[config.mk]
export PLATFORM = sky130hd
export DESIGN_NAME = piso_tx_ctrl
export DESIGN_NICKNAME = d
export VERILOG_FILES = /design/src/rtl/piso_ctrl_pkg.sv /design/src/rtl/piso_shift_reg.sv /design/src/rtl/piso_tx_ctrl.sv
export SDC_FILE = /design/constraint.sdc
export NUM_CORES = 1
export LEC_CHECK = 0
export CORE_AREA = 2 2 39 41
export DETAILED_ROUTE_END_ITERATION = 8
export DIE_AREA = 0 0 41 43
export PLACE_DENSITY = 0.68
export SETUP_SLACK_MARGIN = 0.2
export SYNTH_ARGS = -nofsm -noshare
export SYNTH_HDL_FRONTEND = slang
export SYNTH_SLANG_ARGS = --single-unit
[constraint.sdc]
create_clock -name clk -period 1.4 [get_ports clk]
set_input_delay 0.14 -clock clk [delete_from_list [all_inputs] [get_ports clk]]
set_output_delay 0.14 -clock clk [all_outputs]
set_load 0.03 [all_outputs]
[src/rtl/piso_ctrl_pkg.sv]
// Shared definitions for the PISO transmit controller: FSM state encoding
// and a width helper that never returns zero.
package piso_ctrl_pkg;

    typedef enum logic [1:0] {
        ST_IDLE  = 2'd0,
        ST_SHIFT = 2'd1,
        ST_GAP   = 2'd2
    } state_t;

    // Bits needed to index n values, never below 1 so degenerate counters stay legal.
    function automatic int clog2_safe(input int n);
        return (n <= 2) ? 1 : $clog2(n);
    endfunction

endpackage

[src/rtl/piso_shift_reg.sv]
// Parallel-in serial-out shift register, MSB first with zero fill.
// A load always wins over a shift in the same cycle.
module piso_shift_reg #(
    parameter int WIDTH = 4
) (
    input  logic             clk,
    input  logic             rst,
    input  logic             load,
    input  logic             shift_en,
    input  logic [WIDTH-1:0] data_in,
    output logic             data_out
);

    logic [WIDTH-1:0] sr_reg;
    logic [WIDTH-1:0] shift_next;

    assign shift_next[0] = 1'b0;

    generate
        for (genvar gi = 1; gi < WIDTH; gi++) begin : g_shift
            assign shift_next[gi] = sr_reg[gi-1];
        end
    endgenerate

    always_ff @(posedge clk) begin
        if (rst) begin
            sr_reg <= '0;
        end else if (load) begin
            sr_reg <= data_in;
        end else if (shift_en) begin
            sr_reg <= shift_next;
        end
    end

    assign data_out = sr_reg[WIDTH-1];

endmodule

[src/rtl/piso_tx_ctrl.sv]
// Transmit controller: accepts words on valid/ready, sequences the PISO
// register bit by bit with a programmable bit period and inter-word gap.
module piso_tx_ctrl
    import piso_ctrl_pkg::*;
#(
    parameter int WIDTH = 4,
    parameter int DIV   = 1,
    parameter int GAP   = 1
) (
    input  logic             clk,
    input  logic             rst,
    input  logic             in_valid,
    input  logic [WIDTH-1:0] in_data,
    output logic             in_ready,
    input  logic             pause,
    output logic             ser_out,
    output logic             ser_valid,
    output logic             busy,
    output logic             done
);

    localparam int BIT_W   = clog2_safe(WIDTH);
    localparam int DIV_W   = clog2_safe(DIV);
    localparam int GAP_CYC = GAP * DIV;
    localparam int GAP_W   = clog2_safe(GAP_CYC + 1);

    localparam logic [BIT_W-1:0] BIT_START = BIT_W'(WIDTH - 1);
    localparam logic [DIV_W-1:0] DIV_LAST  = DIV_W'(DIV - 1);
    localparam logic [GAP_W-1:0] GAP_LAST  = GAP_W'((GAP_CYC > 0) ? GAP_CYC - 1 : 0);

    state_t           state_reg;
    logic [BIT_W-1:0] bit_cnt_reg;
    logic [DIV_W-1:0] div_cnt_reg;
    logic [GAP_W-1:0] gap_cnt_reg;
    logic             ser_valid_reg;
    logic             busy_reg;

    logic accept;
    logic bit_tick;
    logic msb;

    assign in_ready = (state_reg == ST_IDLE) && !rst;
    assign accept   = in_valid && in_ready;
    // End of a bit period; pause freezes the divider so no tick is produced.
    assign bit_tick = (state_reg == ST_SHIFT) && !pause && (div_cnt_reg == DIV_LAST);
    // A reset in the final bit discards the word, so no completion is signalled.
    assign done     = bit_tick && (bit_cnt_reg == '0) && !rst;

    piso_shift_reg #(
        .WIDTH (WIDTH)
    ) u_shift_reg (
        .clk      (clk),
        .rst      (rst),
        .load     (accept),
        .shift_en (bit_tick),
        .data_in  (in_data),
        .data_out (msb)
    );

    always_ff @(posedge clk) begin
        if (rst) begin
            state_reg     <= ST_IDLE;
            bit_cnt_reg   <= '0;
            div_cnt_reg   <= '0;
            gap_cnt_reg   <= '0;
            ser_valid_reg <= 1'b0;
            busy_reg      <= 1'b0;
        end else begin
            case (state_reg)
                ST_IDLE: begin
                    if (accept) begin
                        state_reg     <= ST_SHIFT;
                        bit_cnt_reg   <= BIT_START;
                        div_cnt_reg   <= '0;
                        ser_valid_reg <= 1'b1;
                        busy_reg      <= 1'b1;
                    end
                end
                ST_SHIFT: begin
                    if (!pause) begin
                        if (div_cnt_reg == DIV_LAST) begin
                            div_cnt_reg <= '0;
                            if (bit_cnt_reg == '0) begin
                                ser_valid_reg <= 1'b0;
                                if (GAP > 0) begin
                                    state_reg   <= ST_GAP;
                                    gap_cnt_reg <= '0;
                                end else begin
                                    state_reg <= ST_IDLE;
                                    busy_reg  <= 1'b0;
                                end
                            end else begin
                                bit_cnt_reg <= bit_cnt_reg - BIT_W'(1);
                            end
                        end else begin
                            div_cnt_reg <= div_cnt_reg + DIV_W'(1);
                        end
                    end
                end
                ST_GAP: begin
                    if (gap_cnt_reg == GAP_LAST) begin
                        state_reg <= ST_IDLE;
                        busy_reg  <= 1'b0;
                    end else begin
                        gap_cnt_reg <= gap_cnt_reg + GAP_W'(1);
                    end
                end
                default: begin
                    state_reg     <= ST_IDLE;
                    ser_valid_reg <= 1'b0;
                    busy_reg      <= 1'b0;
                end
            endcase
        end
    end

    assign ser_valid = ser_valid_reg;
    assign ser_out   = ser_valid_reg && msb;
    assign busy      = busy_reg;

endmodule
==> results of run 1 <==
## layer usage
layer,track usage (%),vias up
li1,-,243
met1,23.2,229
met2,29.4,10
met3,5.24,2
met4,8.00,0
met5,0,-
## layout make-up
cell class	count	area share [%]
clock buffer	3	2.50
sequential	10	22.7
tap	16	2.22
inverter	4	1.66
multi-input combinational	33	40.1
timing repair buffer	31	30.8
## cell usage in the layout, fill, tap and decap left out, drive strengths merged, types with 2 or more instances in the layout
cell type,netlist,routed
nor2,2,2
nand3,2,2
nor3b,2,2
o21ai,3,3
a21oi,4,4
dfxtp,10,10
a211oi,2,2
inv,4,4
dlygate4sd2,0,2
nor3,3,3
mux2i,2,2
nand2,3,3
clkdlybuf4s50,0,5
nor4b,2,2
buf,3,22
clkbuf,0,3
dlymetal6s2s,0,2
## what timing repair did
action	in CTS	in global routing
resized for setup	26	13
setup endpoints to repair	13	12
pin swaps	9	3
buffers inserted	8	1
## power breakdown
group / internal, uW / leakage [uW] / switching (uW)
Sequential: 311 / 0.0000838 / 12.9
Combinational: 155 / 0.000301 / 131
Clock: 99.0 / 0.0000138 / 91.8
Total: 565 / 0.000398 / 235
## cells by family after synthesis
family	synth area share, %
AO/OA/AOI/OAI	17.8
AND/OR/NAND/NOR	26.9
flip-flops	41.3
adder cells (fa/ha/maj)	2.58
multiplexers	4.13
buffers and inverters	7.23
## critical path: stages (launching register included)
cell,delay (ns)
dfxtp_2,0.32
or3b_4,0.39
nor3b_4,0.18
buf_6,0.15
## metrics by stage
| stage | setup TNS, ns | power [uW] | std cells | area (um^2) | hold WS (ns) |
|---|---|---|---|---|---|
| after floorplan | 0 | 437 | 50 | 493 | 0.276 |
| after detailed placement | -0.836 | 517 | 85 | 683 | 0.438 |
| after CTS | -0.0546 | 779 | 96 | 853 | 0.446 |
| after global routing | -0.167 | 843 | 97 | 902 | 0.312 |
| final | -0.0396 | 801 | 97 | 902 | 0.281 |
| after global placement | -0.772 | 513 | 85 | 683 | 0.438 |
## final timing paths
check                             from                                 end  cells past startpoint
max          state_reg[0]$_SDFFE_PP0P_                                done                      3
min                                rst                   busy$_SDFFE_PP0P_                      3
max reg2reg  state_reg[1]$_SDFFE_PP0P_  u_shift_reg.sr_reg[2]$_SDFFE_PP0P_                      4
min reg2reg          busy$_SDFFE_PP0P_                   busy$_SDFFE_PP0P_                      2
==> results.tsv, run 1 <==
stage	metric	value	unit
sta	worst_slack	-0.0396	ns
drt	wl_per_cell	13.9	um
grt	grt_usage	18.9	%
clock_network	clkSlewWorstSetupHoldPaths	0.06	ns
worst_setup_path	path_max_fanout	2	
synth	synth_fp_nets	59	
worst_setup_path	arrival	1.30	ns
placement	globalplace.congestion	0.767	
drt	viasPerCell	4.99	
placement	place_ws	-0.158	ns
synth	synth.most_common_cell	dfxtp_1	
floorplan	rows	14	
clock_network	clk_latency	0.26	ns
worst_setup_path	cp_data_required_time	1.26	ns
sta	timing.final.crit_period	1.44	ns
synth	ys.flop_type	dfxtp_1	
sta	slew_headroom	79.9	%
drt	firstDrtPassIters	3	
clock_network	cts-htree-levels	1	
floorplan	start_util	35.0	%
layout	layout.nets	92	
drt	wl_met3	62	um
synth	synth_area_leader_cell	dfxtp_1	
floorplan	die_w	41	um
drt	postRouteAntennaNets	0	
drt	wl_met2	685	um
layout	multiInputGateArea	362	um^2
floorplan	num_io_pins	13	
clock_network	clkSinkCount	10	
layout	syn_to_final_growth	86.3	%
synth	synth_top_area_share	41.3	%
run	drv_cap	0	
sta	slew_violations	0	
layout	drive_above_1_share	63.0	%
synth	ys_warn_count	0	
synth	synthTopCellsByArea	dfxtp_1 (41%), nor4b_2 (6.2%), nor3b_2 (5.2%)	
sta	fin_crit_sh	103	%
grt	grt_max_degree	11	
layout	num_antenna_cells	0	
layout	seq_area	205	um^2
clock_network	clk_path_buf_depth	2	
worst_setup_path	critical_path_class	reg2out	
drt	met1_length	578	um
drt	drt-initial-drc-count	2	
sta	setup_viol	1	
synth	seq_area_frac_synth	41.3	%
sta	rsz0062_at_grt	yes	
clock_network	cts-root-buf	clkbuf_4	
synth	synth_enable_flop_cells	0	
power	power_leakage	0.000398	uW
layout	largest_reg_flops	4	
drt	route.detailed.drc	0	
outcome	violations	negative setup slack	
grt	grt_pass1_wl	2230	um
clock_network	numCtsBuffers	3	
synth	avgSynthCellArea	9.68	um^2
worst_setup_path	crit_path_end_kind	output pin	
grt	overflow	0	
floorplan	die_h	43	um
synth	ys_types	25	
floorplan	die_area	1760	um^2
min_path	hold_path.class	in2reg	
worst_setup_path	startpoint_type	flop	
sta	hold_viol	0	
synth	synthCells	50	
synth	async_reset_ff_share	0	%
synth	ys_ff_latch	10	
synth	synth.cell_area	484	um^2
grt	antenna_found_initial	0	
layout	num-fill-cells	114	
worst_setup_path	r2r_slack	0.05	ns
drt	postRouteWirelength	1350	um
outcome	status	finished, violations left	
clock_network	cts_tree	done	
synth	netlist_top_cells_count	dfxtp_1 (10), inv_1 (4), a21oi_1 (3), nand2_1 (3), nor3_1 (3)	
grt	grt_pass1_vias	523	
sta	fmax	0.695	GHz
floorplan	coreArea	1380	um^2
placement	place_hpwl	799	um
drt	num_vias	484	
layout	final_util	65.2	%
placement	io_buffer_count	12	
power	power.density	887	nW/um^2
drt	topRoutingLayerUsed	met4	
sta	worstMarginPinSlew	0.302	ns
sta	fin_worst_skew	0.00231	ns
clock_network	cts_hold_buf	0	
power	vdd_ir_drop_max	514	uV
Note: power is estimated with default switching activity, not from simulation.
==> run 2, diff against run 1 <==
--- a/config.mk
+++ b/config.mk
@@ -9,7 +9,7 @@
 export DETAILED_ROUTE_END_ITERATION = 8
 export DIE_AREA = 0 0 41 43
 export PLACE_DENSITY = 0.68
-export SETUP_SLACK_MARGIN = 0.2
+export SETUP_SLACK_MARGIN = 0.4
 export SYNTH_ARGS = -nofsm -noshare
 export SYNTH_HDL_FRONTEND = slang
 export SYNTH_SLANG_ARGS = --single-unit
==> run 2 against run 1 <==
Against the previous run: the run still ends with negative setup slack left; setup slack got worse by 0.040 ns; design area rose by 3.1%; sequential share of layout area fell by 0.40 points; wire length rose by 4.5%; largest cell class unchanged; largest power group unchanged.
==> results.tsv, run 2 (synthesized netlist as in run 1, its figures left out) <==
stage	metric	value	unit
floorplan	die_w	41	um
layout	num_antenna_cells	0	
sta	hold_viol	0	
drt	drt-initial-drc-count	3	
worst_setup_path	critical-path-top-delay-family	simple AND/OR/NAND/NOR gates	
grt	overflow	0	
sta	fin_crit_sh	106	%
power	power.density	953	nW/um^2
power	vdd_ir_drop_max	409	uV
worst_setup_path	critical_path_class	reg2out	
sta	slew_violations	0	
drt	postRouteWirelength	1410	um
worst_setup_path	arrival	1.34	ns
drt	postRouteAntennaNets	0	
placement	place_inst	86	
worst_setup_path	crit_path_end_kind	output pin	
worst_setup_path	critPathBufInv	1	
worst_setup_path	crit_chain	or3b_4, nor3b_4, buf_6	
floorplan	coreArea	1380	um^2
run	drv_cap	0	
clock_network	clk_latency	0.28	ns
outcome	status	finished, violations left	
clock_network	clk_path_buf_depth	2	
clock_network	clkSinkCount	10	
grt	antenna_found_initial	0	
layout	layout.cells.most_common_list	buf_4 (11), buf_6 (10), clkdlybuf4s50_1 (7)	
clock_network	cts-htree-levels	1	
floorplan	die_h	43	um
drt	topRoutingLayerUsed	met4	
clock_network	cts_hold_buf	0	
layout	final_common_cell	buf_4	
min_path	hold_path.class	in2reg	
sta	slew_headroom	82.2	%
worst_setup_path	cpPeakStageDelay	0.41	ns
clock_network	clkSlewWorstSetupHoldPaths	0.08	ns
floorplan	die_area	1760	um^2
drt	viasPerCell	5.08	
drt	route.detailed.drc	0	
drt	wl_met3	23	um
drt	wl_met2	771	um
placement	globalplace.congestion	0.704	
drt	met1_length	584	um
worst_setup_path	startpoint_type	flop	
worst_setup_path	critPathSlowestCell	or3b_4	
floorplan	start_util	35.0	%
grt	grt_pass1_vias	482	
drt	wl_per_cell	14.3	um
clock_network	cts-root-buf	clkbuf_4	
sta	rsz0062_at_grt	yes	
worst_setup_path	cp_data_required_time	1.26	ns
layout	drive_above_1_share	67.1	%
outcome	violations	negative setup slack	
worst_setup_path	path_max_fanout	2	
drt	num_vias	498	
floorplan	rows	14	
clock_network	numCtsBuffers	3	
grt	grt_pass1_wl	2060	um
sta	fin_worst_skew	0.00501	ns
sta	worst_slack	-0.0800	ns
layout	layout.nets	92	
drt	firstDrtPassIters	4	
power	power_leakage	0.000385	uW
placement	io_buffer_count	12	
layout	final-instance-count-excl-fill	98	
sta	setup_viol	7	
sta	worstMarginPinSlew	0.265	ns
worst_setup_path	r2r_slack	-0.08	ns
floorplan	num_io_pins	13	
sta	whs	0.461	ns
sta	fmax	0.676	GHz
layout	syn_to_final_growth	92.0	%
grt	grt_usage	17.9	%
placement	place_hpwl	869	um
grt	grt_max_degree	11	
clock_network	cts_tree	done	
sta	timing.final.crit_period	1.48	ns
layout	largest_reg_flops	4	
## run 2: worst paths after layout
| check | startpoint | end | depth (start not counted) |
|---|---|---|---|
| worst max register to register | state_reg[1]$_SDFFE_PP0P_ | u_shift_reg.sr_reg[2]$_SDFFE_PP0P_ | 5 |
| worst min-delay path | in_data[2] | u_shift_reg.sr_reg[2]$_SDFFE_PP0P_ | 3 |
| worst min register to register | busy$_SDFFE_PP0P_ | busy$_SDFFE_PP0P_ | 2 |
| worst max-delay path | state_reg[1]$_SDFFE_PP0P_ | done | 3 |
## run 2: worst min-delay path: stages
cell and delay [ns]:
clkdlybuf4s50_1 0.41, o21ai_2 0.11, a21oi_1 0.04
## run 2: metrics by stage
step | area (um^2) | setup TNS, ns | utilization, % | setup slack, ns | total power [uW]
after floorplan | 514 | 0 | - | 0.0605 | 450
after global placement | 724 | -0.841 | 52.4 | -0.183 | 537
after detailed placement | 724 | -0.800 | 52.4 | -0.163 | 545
after CTS | 846 | -0.0795 | 61.1 | -0.0795 | 852
after global routing | 930 | -0.508 | 67.2 | -0.120 | 924
final | 930 | -0.318 | 67.2 | -0.0800 | 886
## run 2: timing repair
| item | in CTS | in global routing |
|---|---|---|
| setup endpoints to repair | 15 | 13 |
| setup buffers | 4 | 4 |
| gates resized for setup | 35 | 10 |
| pin swaps | 9 | 7 |
## run 2: layout make-up
class / instances / area [um^2]
multi-input cells: 33 / 355
inverters: 4 / 15.0
fillers: 95 / 454
flip-flops and latches: 10 / 208
repair buffers: 31 / 295
well taps: 16 / 20.0
clock buffers: 4 / 36.3
## run 2: power by group
group	internal [uW]	switching [uW]	leakage (uW)
Clock	158	117	0.0000210
Combinational	157	126	0.000280
Sequential	312	15.1	0.0000845
Total	628	258	0.000385
## run 2: per-layer routing
layer | global-route usage [%] | vias to the layer above
met3 | 4.71 | 4
met4 | 10.0 | 0
met5 | 0 | -
met1 | 17.5 | 239
li1 | - | 246
met2 | 31.3 | 9
